**config.mk**
```make
export PLATFORM = sky130hd
export DESIGN_NAME = instruction_fetch_unit_flat
export DESIGN_NICKNAME = d
export VERILOG_FILES = /design/src/rtl/instruction_fetch_unit_pkg.sv /design/src/rtl/instruction_fetch_unit_if.sv /design/src/rtl/instruction_fetch_unit_skid.sv /design/src/rtl/instruction_fetch_unit.sv /design/src/flat_wrapper.sv
export SDC_FILE = /design/constraint.sdc
export NUM_CORES = 1
export LEC_CHECK = 0
export CAP_MARGIN = 5
export CORE_MARGIN = 3
export CORE_UTILIZATION = 56
export CTS_CLUSTER_DIAMETER = 100
export DETAILED_ROUTE_END_ITERATION = 12
export PLACE_DENSITY_LB_ADDON = 0.25
export SYNTH_ARGS = -nofsm -noshare
export SYNTH_HDL_FRONTEND = slang
export SYNTH_SLANG_ARGS = --single-unit
export TNS_END_PERCENT = 50
```
**constraint.sdc**
```tcl
create_clock -name clock -period 5.1 [get_ports clock]
set_clock_uncertainty 0.15 [all_clocks]
set_input_delay 1.02 -clock clock [delete_from_list [all_inputs] [get_ports clock]]
set_output_delay 1.02 -clock clock [all_outputs]
set_load 0.05 [all_outputs]
```
**src/rtl/instruction_fetch_unit_pkg.sv**
```systemverilog
// Shared fetch-stage definitions: bubble encoding, reset PC, PC step,
// fetch FSM state encoding and the {instr,pc} entry carried through the skid.
package instruction_fetch_unit_pkg;

  localparam logic [31:0] IFU_NOP_INSTR = 32'h0000_0013;
  localparam logic [31:0] IFU_RESET_PC  = 32'h0000_0000;
  localparam logic [31:0] PC_STEP       = 32'd4;
  localparam logic [31:0] WORD_MASK     = 32'hFFFF_FFFC;

  typedef enum logic [1:0] {
    IFU_IDLE    = 2'd0,
    IFU_BUSY    = 2'd1,
    IFU_DISCARD = 2'd2
  } ifu_state_t;

  typedef struct packed {
    logic [31:0] instr;
    logic [31:0] pc;
  } fetch_entry_t;

  function automatic logic [31:0] next_pc(input logic [31:0] pc);
    return pc + PC_STEP;
  endfunction

endpackage

```
**src/rtl/instruction_fetch_unit_if.sv**
```systemverilog
// Instruction-memory request/ready bus between the fetch unit (master)
// and the instruction memory (slave).
interface instruction_fetch_unit_if;
  logic        imem_req;
  logic [31:0] imem_addr;
  logic        imem_ready;
  logic [31:0] imem_rdata;

  modport master (output imem_req, output imem_addr, input imem_ready, input imem_rdata);
  modport slave  (input imem_req, input imem_addr, output imem_ready, output imem_rdata);
endinterface

```
**src/rtl/instruction_fetch_unit_skid.sv**
```systemverilog
// One-entry fetch skid buffer holding an {instr,pc} pair while IF/ID stalls.
module instruction_fetch_unit_skid
  import instruction_fetch_unit_pkg::*;
(
  input  logic         clock,
  input  logic         reset,
  input  logic         flush_i,
  input  logic         push_i,
  input  logic         pop_i,
  input  fetch_entry_t din_i,
  output fetch_entry_t dout_o,
  output logic         full_o
);

  fetch_entry_t data_q;
  logic         full_q;

  always_ff @(posedge clock) begin
    if (reset || flush_i) full_q <= 1'b0;
    else if (push_i)      full_q <= 1'b1;
    else if (pop_i)       full_q <= 1'b0;
  end

  always_ff @(posedge clock) begin
    if (reset)       data_q <= '0;
    else if (push_i) data_q <= din_i;
  end

  assign dout_o = data_q;
  assign full_o = full_q;

endmodule

```
**src/rtl/instruction_fetch_unit.sv**
```systemverilog
// Fetch stage: PC, imem request FSM, IF/ID output registers and skid buffer.
// Build option IFU_MISALIGN_CHECK_EN: misaligned redirects halt fetch and pulse fetch_misaligned.
module instruction_fetch_unit
  import instruction_fetch_unit_pkg::*;
#(
  parameter logic [31:0] RESET_PC  = IFU_RESET_PC,
  parameter logic [31:0] NOP_INSTR = IFU_NOP_INSTR
) (
  input  logic                            clock,
  input  logic                            reset,
  input  logic                            stall,
  input  logic                            redirect,
  input  logic [31:0]                     redirect_pc,
  instruction_fetch_unit_if.master        imem,
  output logic [31:0]                     if_instruction,
  output logic [31:0]                     if_pc,
  output logic                            if_valid,
  output logic                            fetch_misaligned
);

  ifu_state_t   state_q, state_d;
  logic [31:0]  pc_q, pc_d, req_addr_q;
  logic         out_valid_q;
  logic [31:0]  out_instr_q, out_pc_q;
  logic         keep, skid_push, skid_pop, skid_full, skid_full_after;
  logic         can_issue, issue, halt, bad_redirect;
  logic [31:0]  target;
  fetch_entry_t xfer_entry, skid_entry;

  assign target = redirect_pc & WORD_MASK;

`ifdef IFU_MISALIGN_CHECK_EN
  logic halt_q, misalign_q;
  assign bad_redirect = redirect && (redirect_pc[1:0] != 2'b00);

  always_ff @(posedge clock) begin
    if (reset) begin
      halt_q     <= 1'b0;
      misalign_q <= 1'b0;
    end else begin
      misalign_q <= bad_redirect;
      if (redirect) halt_q <= bad_redirect;
    end
  end

  assign halt             = halt_q;
  assign fetch_misaligned = misalign_q;
`else
  assign bad_redirect     = 1'b0;
  assign halt             = 1'b0;
  assign fetch_misaligned = 1'b0;
`endif

  // A transfer is only kept when it is for a live (non-discarded) request.
  assign keep       = (state_q == IFU_BUSY) && imem.imem_ready && !redirect;
  assign skid_push  = stall && keep && out_valid_q && !redirect;
  assign skid_pop   = !stall && skid_full && !redirect;
  assign skid_full_after = redirect  ? 1'b0 :
                           skid_push ? 1'b1 :
                           skid_pop  ? 1'b0 : skid_full;
  assign can_issue  = !redirect && !skid_full_after && !halt;

  assign xfer_entry.instr = imem.imem_rdata;
  assign xfer_entry.pc    = req_addr_q;

  instruction_fetch_unit_skid u_skid (
    .clock   (clock),
    .reset   (reset),
    .flush_i (redirect),
    .push_i  (skid_push),
    .pop_i   (skid_pop),
    .din_i   (xfer_entry),
    .dout_o  (skid_entry),
    .full_o  (skid_full)
  );

  always_ff @(posedge clock) begin
    if (reset) state_q <= IFU_IDLE;
    else       state_q <= state_d;
  end

  always_comb begin
    state_d = state_q;
    case (state_q)
      IFU_IDLE:    if (can_issue) state_d = IFU_BUSY;
      IFU_BUSY: begin
        if (redirect)                state_d = imem.imem_ready ? IFU_IDLE : IFU_DISCARD;
        else if (imem.imem_ready)    state_d = can_issue ? IFU_BUSY : IFU_IDLE;
      end
      IFU_DISCARD: if (imem.imem_ready) state_d = IFU_IDLE;
      default:     state_d = IFU_IDLE;
    endcase
  end

  always_comb begin
    imem.imem_req = (state_q != IFU_IDLE);
    issue = 1'b0;
    if (can_issue && ((state_q == IFU_IDLE) || (state_q == IFU_BUSY && imem.imem_ready)))
      issue = 1'b1;
  end

  always_comb begin
    pc_d = pc_q;
    if (redirect) begin
      if (!bad_redirect) pc_d = target;
    end else if (issue) begin
      pc_d = next_pc(pc_q);
    end
  end

  always_ff @(posedge clock) begin
    if (reset) begin
      pc_q        <= RESET_PC;
      req_addr_q  <= 32'h0;
      out_valid_q <= 1'b0;
      out_instr_q <= NOP_INSTR;
      out_pc_q    <= 32'h0;
    end else begin
      pc_q <= pc_d;
      if (issue) req_addr_q <= pc_q;
      if (redirect) begin
        out_valid_q <= 1'b0;
      end else if (!stall) begin
        if (skid_full) begin
          out_valid_q <= 1'b1;
          out_instr_q <= skid_entry.instr;
          out_pc_q    <= skid_entry.pc;
        end else if (keep) begin
          out_valid_q <= 1'b1;
          out_instr_q <= xfer_entry.instr;
          out_pc_q    <= xfer_entry.pc;
        end else begin
          out_valid_q <= 1'b0;
        end
      end else if (keep && !out_valid_q) begin
        out_valid_q <= 1'b1;
        out_instr_q <= xfer_entry.instr;
        out_pc_q    <= xfer_entry.pc;
      end
    end
  end

  assign imem.imem_addr = req_addr_q;
  assign if_valid       = out_valid_q;
  assign if_instruction = out_valid_q ? out_instr_q : NOP_INSTR;
  assign if_pc          = out_valid_q ? out_pc_q : 32'h0;

endmodule

```
**src/flat_wrapper.sv**
```systemverilog
// flat-port wrapper written by rule: the top's interface ports become plain ports
module instruction_fetch_unit_flat import instruction_fetch_unit_pkg::*;
#(
  parameter logic [31:0] RESET_PC  = IFU_RESET_PC,
  parameter logic [31:0] NOP_INSTR = IFU_NOP_INSTR
)
  (clock, reset, stall, redirect, redirect_pc, if_instruction, if_pc, if_valid, fetch_misaligned, imem_imem_req, imem_imem_addr, imem_imem_ready, imem_imem_rdata);
  instruction_fetch_unit_if imem_i ();
  input  logic clock;
  input  logic reset;
  input  logic stall;
  input  logic redirect;
  input  logic [31:0] redirect_pc;
  output logic [31:0] if_instruction;
  output logic [31:0] if_pc;
  output logic if_valid;
  output logic fetch_misaligned;
  output wire logic [$bits(imem_i.imem_req)-1:0] imem_imem_req;
  output wire logic [$bits(imem_i.imem_addr)-1:0] imem_imem_addr;
  input wire logic [$bits(imem_i.imem_ready)-1:0] imem_imem_ready;
  input wire logic [$bits(imem_i.imem_rdata)-1:0] imem_imem_rdata;
  assign imem_imem_req = imem_i.imem_req;
  assign imem_imem_addr = imem_i.imem_addr;
  assign imem_i.imem_ready = imem_imem_ready;
  assign imem_i.imem_rdata = imem_imem_rdata;
  instruction_fetch_unit #(.RESET_PC(RESET_PC), .NOP_INSTR(NOP_INSTR)) u_core (.clock(clock), .reset(reset), .stall(stall), .redirect(redirect), .redirect_pc(redirect_pc), .imem(imem_i), .if_instruction(if_instruction), .if_pc(if_pc), .if_valid(if_valid), .fetch_misaligned(fetch_misaligned));
endmodule
```
==> metrics, run 1 <==
total power=3.13 mW; Cell variety after synth=53; antenna violations before repair=0; Setup Crit Path Kind=reg2out; num rows=43; GPL Wtd Cong=0.891; Placeable Area=14100 sq um; final setup vio count=0; clock buffer depth=2; largest net degree at the start of global routing=99; post-synth design cell area=around 8300 sq um; Worst-Skew Late Latency=around 430 ps; commonest non-fill, non-tap cell in the layout=nand2_1; RSZ-0062 raised after global routing=false; FF+latch count, synth=around 190; via count=roughly 7500; first-pass GRT wire length=~34 mm; Max-Slew Margin vs Limit=a little under a third; status=finished clean; total negative slack=0 ps; 1st-iter DRT viols=around 700; Fillers=approximately 1100; CP startpoint kind=flip-flop; Synth area leader=dfxtp_1; Crit-path slowest cell=dfxtp_2; CP arrival=between 2000 and 3000 ps; clk slew on worst S/H paths=roughly 70 ps; H-tree Lvls=4; DIE HEIGHT=around 130 um; sequential share of the synthesized area=45.5%; antenna cells=0; CTS tree=done; area growth from synthesis to layout=26.3%; fin nets=around 1200; peak supply drop=0.212 mV; CTS root buffer=clkbuf_16; Final Hold Fails=0; Cell Pwr Density=300 nW/um^2; vias in the first global route=just under 7000; syn_area_per_cell=between 8 and 9 sq um; Post-Layout Inst Area=~10000 sq um; Fin Hold WS=between 300 and 400 ps; drt total wl=21.1 mm; Slew @ Worst Pin=1040 ps; Placed Area=between 9000 and 10000 sq um; die area=approximately 16000 sq um; Crit. End Element=output pin; Yosys top cell area share=between 40% and 50%; fmax=around 270 MHz; drt pass-1 iters=5; setup bufs post-CTS=0; Cells after Synth=between 1000 and 1500; routed len/inst=16.2 um; buffers added on ports=160; critical path data required time=about 4000 ps; I/O pin count=between 150 and 200; Hold Path Class=reg2reg; CTS Buf Count=17; chip width=around 130 um; Final ANT Viol Nets=0; initial core utilization=around 60%; critical-path cell list=and2_1 > clkdlybuf4s50_1; Overflow after GRT=0; Area contributors post-synth=dfxtp_1, nand2_1, mux2i_1; Slew Limit Fails=0; maximum fanout along the worst path=between 60 and 70; max cap viols=0; clk sink count=between 150 and 200; worst stage delay on the critical path=990 ps; # hold bufs at CTS=0; share of cells above drive strength 1=4.70%; drt drc=0; Post-DP HPWL=about 14 mm; leakage power=approximately 3.8 nW; average vias per placed instance=5.71; GRT Total Usage=between 20% and 30%; Post-CTS Resized=0; Syn. warnings=0; fin crit share=73.3%; crit path time final=around 3700 ps; commonest cells after routing, fill and taps aside=nand2_1, dfxtp_1, clkdlybuf4s50_1, a21oi_1, nor2_1
-- worst paths after layout --
kind                                         startpoint                                    end  slack (ps)  cells past startpoint
setup / recovery           u_core.if_valid$_SDFFE_PP0N_                               if_pc[6]        1360                      2
hold / removal    u_core.u_skid.dout_o[38]$_SDFFE_PP0P_  u_core.u_skid.dout_o[38]$_SDFFE_PP0P_         300                      2
setup reg to reg           u_core.if_valid$_SDFFE_PP0N_  u_core.u_skid.dout_o[35]$_SDFFE_PP0P_        2040                      4
hold reg to reg   u_core.u_skid.dout_o[38]$_SDFFE_PP0P_  u_core.u_skid.dout_o[38]$_SDFFE_PP0P_         300                      2
-- logic make-up (layout without fill, tap and decap cells) --
group                      Yosys count  after routing  synth area share, %
AOI/OAI and AO/OA                  233            233                 17.6
xor gates and xnor gates             6              6                0.635
adders and majority gates            1              1                0.151
buffers and inverters               92            207                 4.76
DFF                                188            188                 45.5
muxes                               67             67                 8.15
other                                1              5               0.0453
and+or+nand+nor                    420            420                 23.1
-- sequential cells by signal (all words and copies together), names as in the netlist --
register,count
u_core.state_q,2
u_core.out_pc_q,30
u_core.if_valid,1
u_core.u_skid.dout_o,62
u_core.imem.imem_addr,30
u_core.out_instr_q,32
u_core.u_skid.full_o,1
u_core.pc_q,30
-- layout make-up --
type / instances / area (sq um) / area share (%)
inverter: 6 / 22.5 / 0.216
sequential: 188 / 3760 / 36.0
clock inverter: 9 / 110 / 1.05
timing repair buffer: 169 / 1680 / 16.1
multi-input combinational: 732 / 4160 / 39.9
clock buffer: 23 / 478 / 4.57
tap: 180 / 225 / 2.16
-- synth_stat cells (all sizes together) --
cell and instances:
o311ai 3, and4 6, a32o 1, a311oi 4, nand2 217, o21ai 13, mux2i 64, xnor2 6
ha 1, a2111oi 1, o22ai 5, a221o 1, a32oi 3, clkbuf 59, dfxtp 188, conb 1
buf 27, and3 3, nor4 15, a211o 4, and2 61, nor2b 1, o211ai 2, nand3 15
a211oi 63, nor2 76, inv 5, nand4b 2, a31oi 11, or3 7, o31a 2, a21bo 1
nor3 3, and4bb 1, mux2 3, or4 2, a21o 2, or2 1, a21oi 111, nand2b 5
clkinv 1, a22oi 5, nand4 5, a2bb2oi 1
-- where the power goes --
| part | switching (mW) | internal [mW] | total (mW) |
|---|---|---|---|
| sequential | 0.0461 | 1.50 | 1.55 |
| clock | 0.558 | 0.763 | 1.32 |
| combinational | 0.153 | 0.110 | 0.263 |
| total | 0.757 | 2.38 | 3.13 |
-- worst max-delay path: cells and delay by family, from the launching register on --
family                 cells  cell delay [ps]
buffers and inverters      1              810
and+or+nand+nor            1              280
DFF                        1              990
-- routing by layer --
layer,track usage (%),part of all wire [%],vias up
met2,39.3,46,269
li1,-,-,3698
met5,0,0,-
met3,5.06,6.8,29
met4,7.82,1.2,0
met1,36.6,46,3468
-- per-stage QoR --
step	util (%)	instances	setup WS, ps
6_report	73.8	1307	1360
3_3_place_gp	69.7	1275	1370
2_1_floorplan	-	1012	2310
3_5_place_dp	69.7	1275	1350
5_1_grt	73.8	1307	1210
4_1_cts	73.8	1307	1350
Note: power is estimated with default switching activity, not from simulation.
==> inputs of run 2 (changes only) <==
--- a/config.mk
+++ b/config.mk
@@ -7,7 +7,7 @@
 export LEC_CHECK = 0
 export CAP_MARGIN = 5
 export CORE_MARGIN = 3
-export CORE_UTILIZATION = 56
+export CORE_UTILIZATION = 52
 export CTS_CLUSTER_DIAMETER = 100
 export DETAILED_ROUTE_END_ITERATION = 12
 export PLACE_DENSITY_LB_ADDON = 0.25
==> constraint.sdc (replaced) <==
create_clock -name clock -period 3.86 [get_ports clock]
set_clock_uncertainty 0.15 [all_clocks]
set_input_delay 0.772 -clock clock [delete_from_list [all_inputs] [get_ports clock]]
set_output_delay 0.772 -clock clock [all_outputs]
set_load 0.05 [all_outputs]
==> run 2 against run 1 <==
  * Clock power is 34% higher
  * Non-clock buffer count is 2 higher
  * Sequential cell count unchanged
  * Combinational power rose by 33%
  * Sequential share of layout area shrank 0.33 points
  * Sequential power rose by 32%
  * Critical path depth unchanged
  * Global-route usage decreased by 2.4 points
  * Utilization decreased by 5.2 points
  * Register-to-register slack got worse by 860 ps
  * Hold slack worse by 1.6 ps
  * Power rose by 33%
  * Largest cell class unchanged
  * Highest routed layer unchanged
==> metrics, run 2 (synthesized netlist as in run 1, its figures left out) <==
status=finished clean (unchanged); GRT Total Usage=23.3% (was 25.6%); first-pass GRT wire length=33.8 mm (was 34.0 mm); leakage power=3.83 nW (was 3.81 nW); CTS Buf Count=17 (unchanged); busiest grt layer=met2 (unchanged); fmax=between 200 and 300 MHz; drt total wl=20.7 mm (was 21.1 mm); critical path data required time=2940 ps (was 3930 ps); Crit. End Element=output pin (unchanged); RSZ-0062 raised after global routing=false (unchanged); Placed Area=9950 sq um (was 9860 sq um); CTS tree=done (unchanged); fin nets=1186 (was 1184); setup bufs post-CTS=0 (unchanged); commonest cells after routing, fill and taps aside=nand2_1, dfxtp_1, clkdlybuf4s50_1, a21oi_1, nor2_1 (unchanged); area growth from synthesis to layout=27.5% (was 26.3%); die area=17500 sq um (was 16300 sq um); share of cells above drive strength 1=4.87% (was 4.70%); Overflow after GRT=0 (unchanged); initial core utilization=53.8% (was 58.5%); antenna violations before repair=0 (unchanged); Post-CTS Resized=0 (unchanged); antenna cells=0 (unchanged); final setup margin=391 ps (was 1360 ps); met2 usage=35.8% (was 39.3%); CP arrival=2550 ps (was 2570 ps); clk sink count=188 (unchanged); buffers added on ports=160 (unchanged); max cap viols=0 (unchanged); Cell Pwr Density=395 nW/um^2 (was 300 nW/um^2); clk slew on worst S/H paths=70 ps (about the same); # hold bufs at CTS=0 (unchanged); Fin Hold WS=302 ps (was 304 ps); Sequential Power Share=49.2% (was 49.5%); Placeable Area=15400 sq um (was 14100 sq um); Switching Share=23.9% (was 24.2%); Slew Limit Fails=0 (unchanged); peak supply drop=0.310 mV (was 0.212 mV); H-tree Lvls=4 (unchanged); Final ANT Viol Nets=0 (unchanged); crit path time final=approximately 3500 ps; worst slack, placed=632 ps (was 1350 ps); DIE HEIGHT=132 um (was 128 um); CP startpoint kind=flip-flop (unchanged); P_int=3.17 mW (was 2.38 mW); M3 GR Usage=3.70% (was 5.06%); CTS root buffer=clkbuf_16 (unchanged); routed len/inst=15.5 um (was 16.2 um); fin crit share=about nine tenths; Max-Slew Margin vs Limit=33.4% (was 31.0%); GPL Wtd Cong=0.878 (was 0.891); Comb power frac=8.4% (about the same); Slew @ Worst Pin=999 ps (was 1040 ps); vias in the first global route=6482 (was 6760); clock power share=42.5% (was 42.2%); commonest non-fill, non-tap cell in the layout=nand2_1 (unchanged); via count=7307 (was 7464); Setup Crit Path Kind=reg2out (unchanged); switching pwr=994 uW (was 757 uW); average vias per placed instance=5.45 (was 5.71); chip width=132 um (was 128 um); max reg flops=62 (unchanged); M1 GR Usage=34.0% (was 36.6%); largest net degree at the start of global routing=119 (was 99); I/O pin count=168 (unchanged); num rows=45 (was 43); final setup vio count=0 (unchanged); drt pass-1 iters=5 (unchanged); Final Hold Fails=0 (unchanged); 1st-iter DRT viols=727 (was 707); total negative slack=0 ps (unchanged); Worst-Skew Late Latency=430 ps (about the same); Post-DP HPWL=13.5 mm (about the same); clock buffer depth=2 (unchanged); maximum fanout along the worst path=66 (unchanged); Post-Layout Inst Area=10500 sq um (was 10400 sq um); Hold Path Class=reg2reg (unchanged); Fillers=1308 (was 1114); post-layout util=68.6% (was 73.8%); drt drc=0 (unchanged)
## run 2: cell count changes in the layout (fill, tap and decap cells not counted), sizes merged
cell      previous run  this run
buf                 10        12
bufinv               2         3
clkbuf              23        21
clkinv               3         5
clkinvlp             3         4
inv                  7         5
## run 2: per-layer routing
layer | vias up | wire length, um
met3 | 20 | 1100
met2 | 210 | 9570
met4 | 0 | 295
met5 | - | 0
li1 | 3712 | -
met1 | 3365 | 9770
## run 2: path summary, 6_finish.rpt
check                                     endpoint  slack, ps  cells past startpoint                                   from
min reg2reg  u_core.u_skid.dout_o[20]$_SDFFE_PP0P_        300                      2  u_core.u_skid.dout_o[20]$_SDFFE_PP0P_
max                                      if_pc[28]        390                      2           u_core.if_valid$_SDFFE_PP0N_
max reg2reg            u_core.pc_q[6]$_SDFFE_PP0P_       1180                      5           u_core.if_valid$_SDFFE_PP0N_
min          u_core.u_skid.dout_o[20]$_SDFFE_PP0P_        300                      2  u_core.u_skid.dout_o[20]$_SDFFE_PP0P_
## run 2: metrics by stage
step | power (mW) | std cells
6_report | 4.16 | 1340
5_1_grt | 4.30 | 1340
4_1_cts | 4.18 | 1340
3_5_place_dp | 2.43 | 1308
3_3_place_gp | 2.43 | 1308
2_1_floorplan | 2.28 | 1012
## run 2: critical path, stage by stage, from the launching register on
cell             delay [ps]
dfxtp_2                 970
and2_1                  250
clkdlybuf4s50_1         860
## run 2: power groups by stage
stage / Sequential, mW / Clock (mW) / Combinational (mW)
2_1_floorplan: 2.10 / 0 / 0.179
3_3_place_gp: 2.09 / 0 / 0.341
3_5_place_dp: 2.09 / 0 / 0.347
4_1_cts: 2.04 / 1.79 / 0.348
5_1_grt: 2.05 / 1.87 / 0.378
6_report: 2.05 / 1.77 / 0.349
## run 2: cell type report
cell class	instances	area, sq um	area share [%]
Clock buffer	21	450	4.27
Multi-Input combinational cell	732	4160	39.5
Timing Repair Buffer	171	1740	16.5
Tap cell	211	264	2.50
Sequential cell	188	3760	35.7
Inverter	6	22.5	0.214
Clock inverter	11	144	1.36
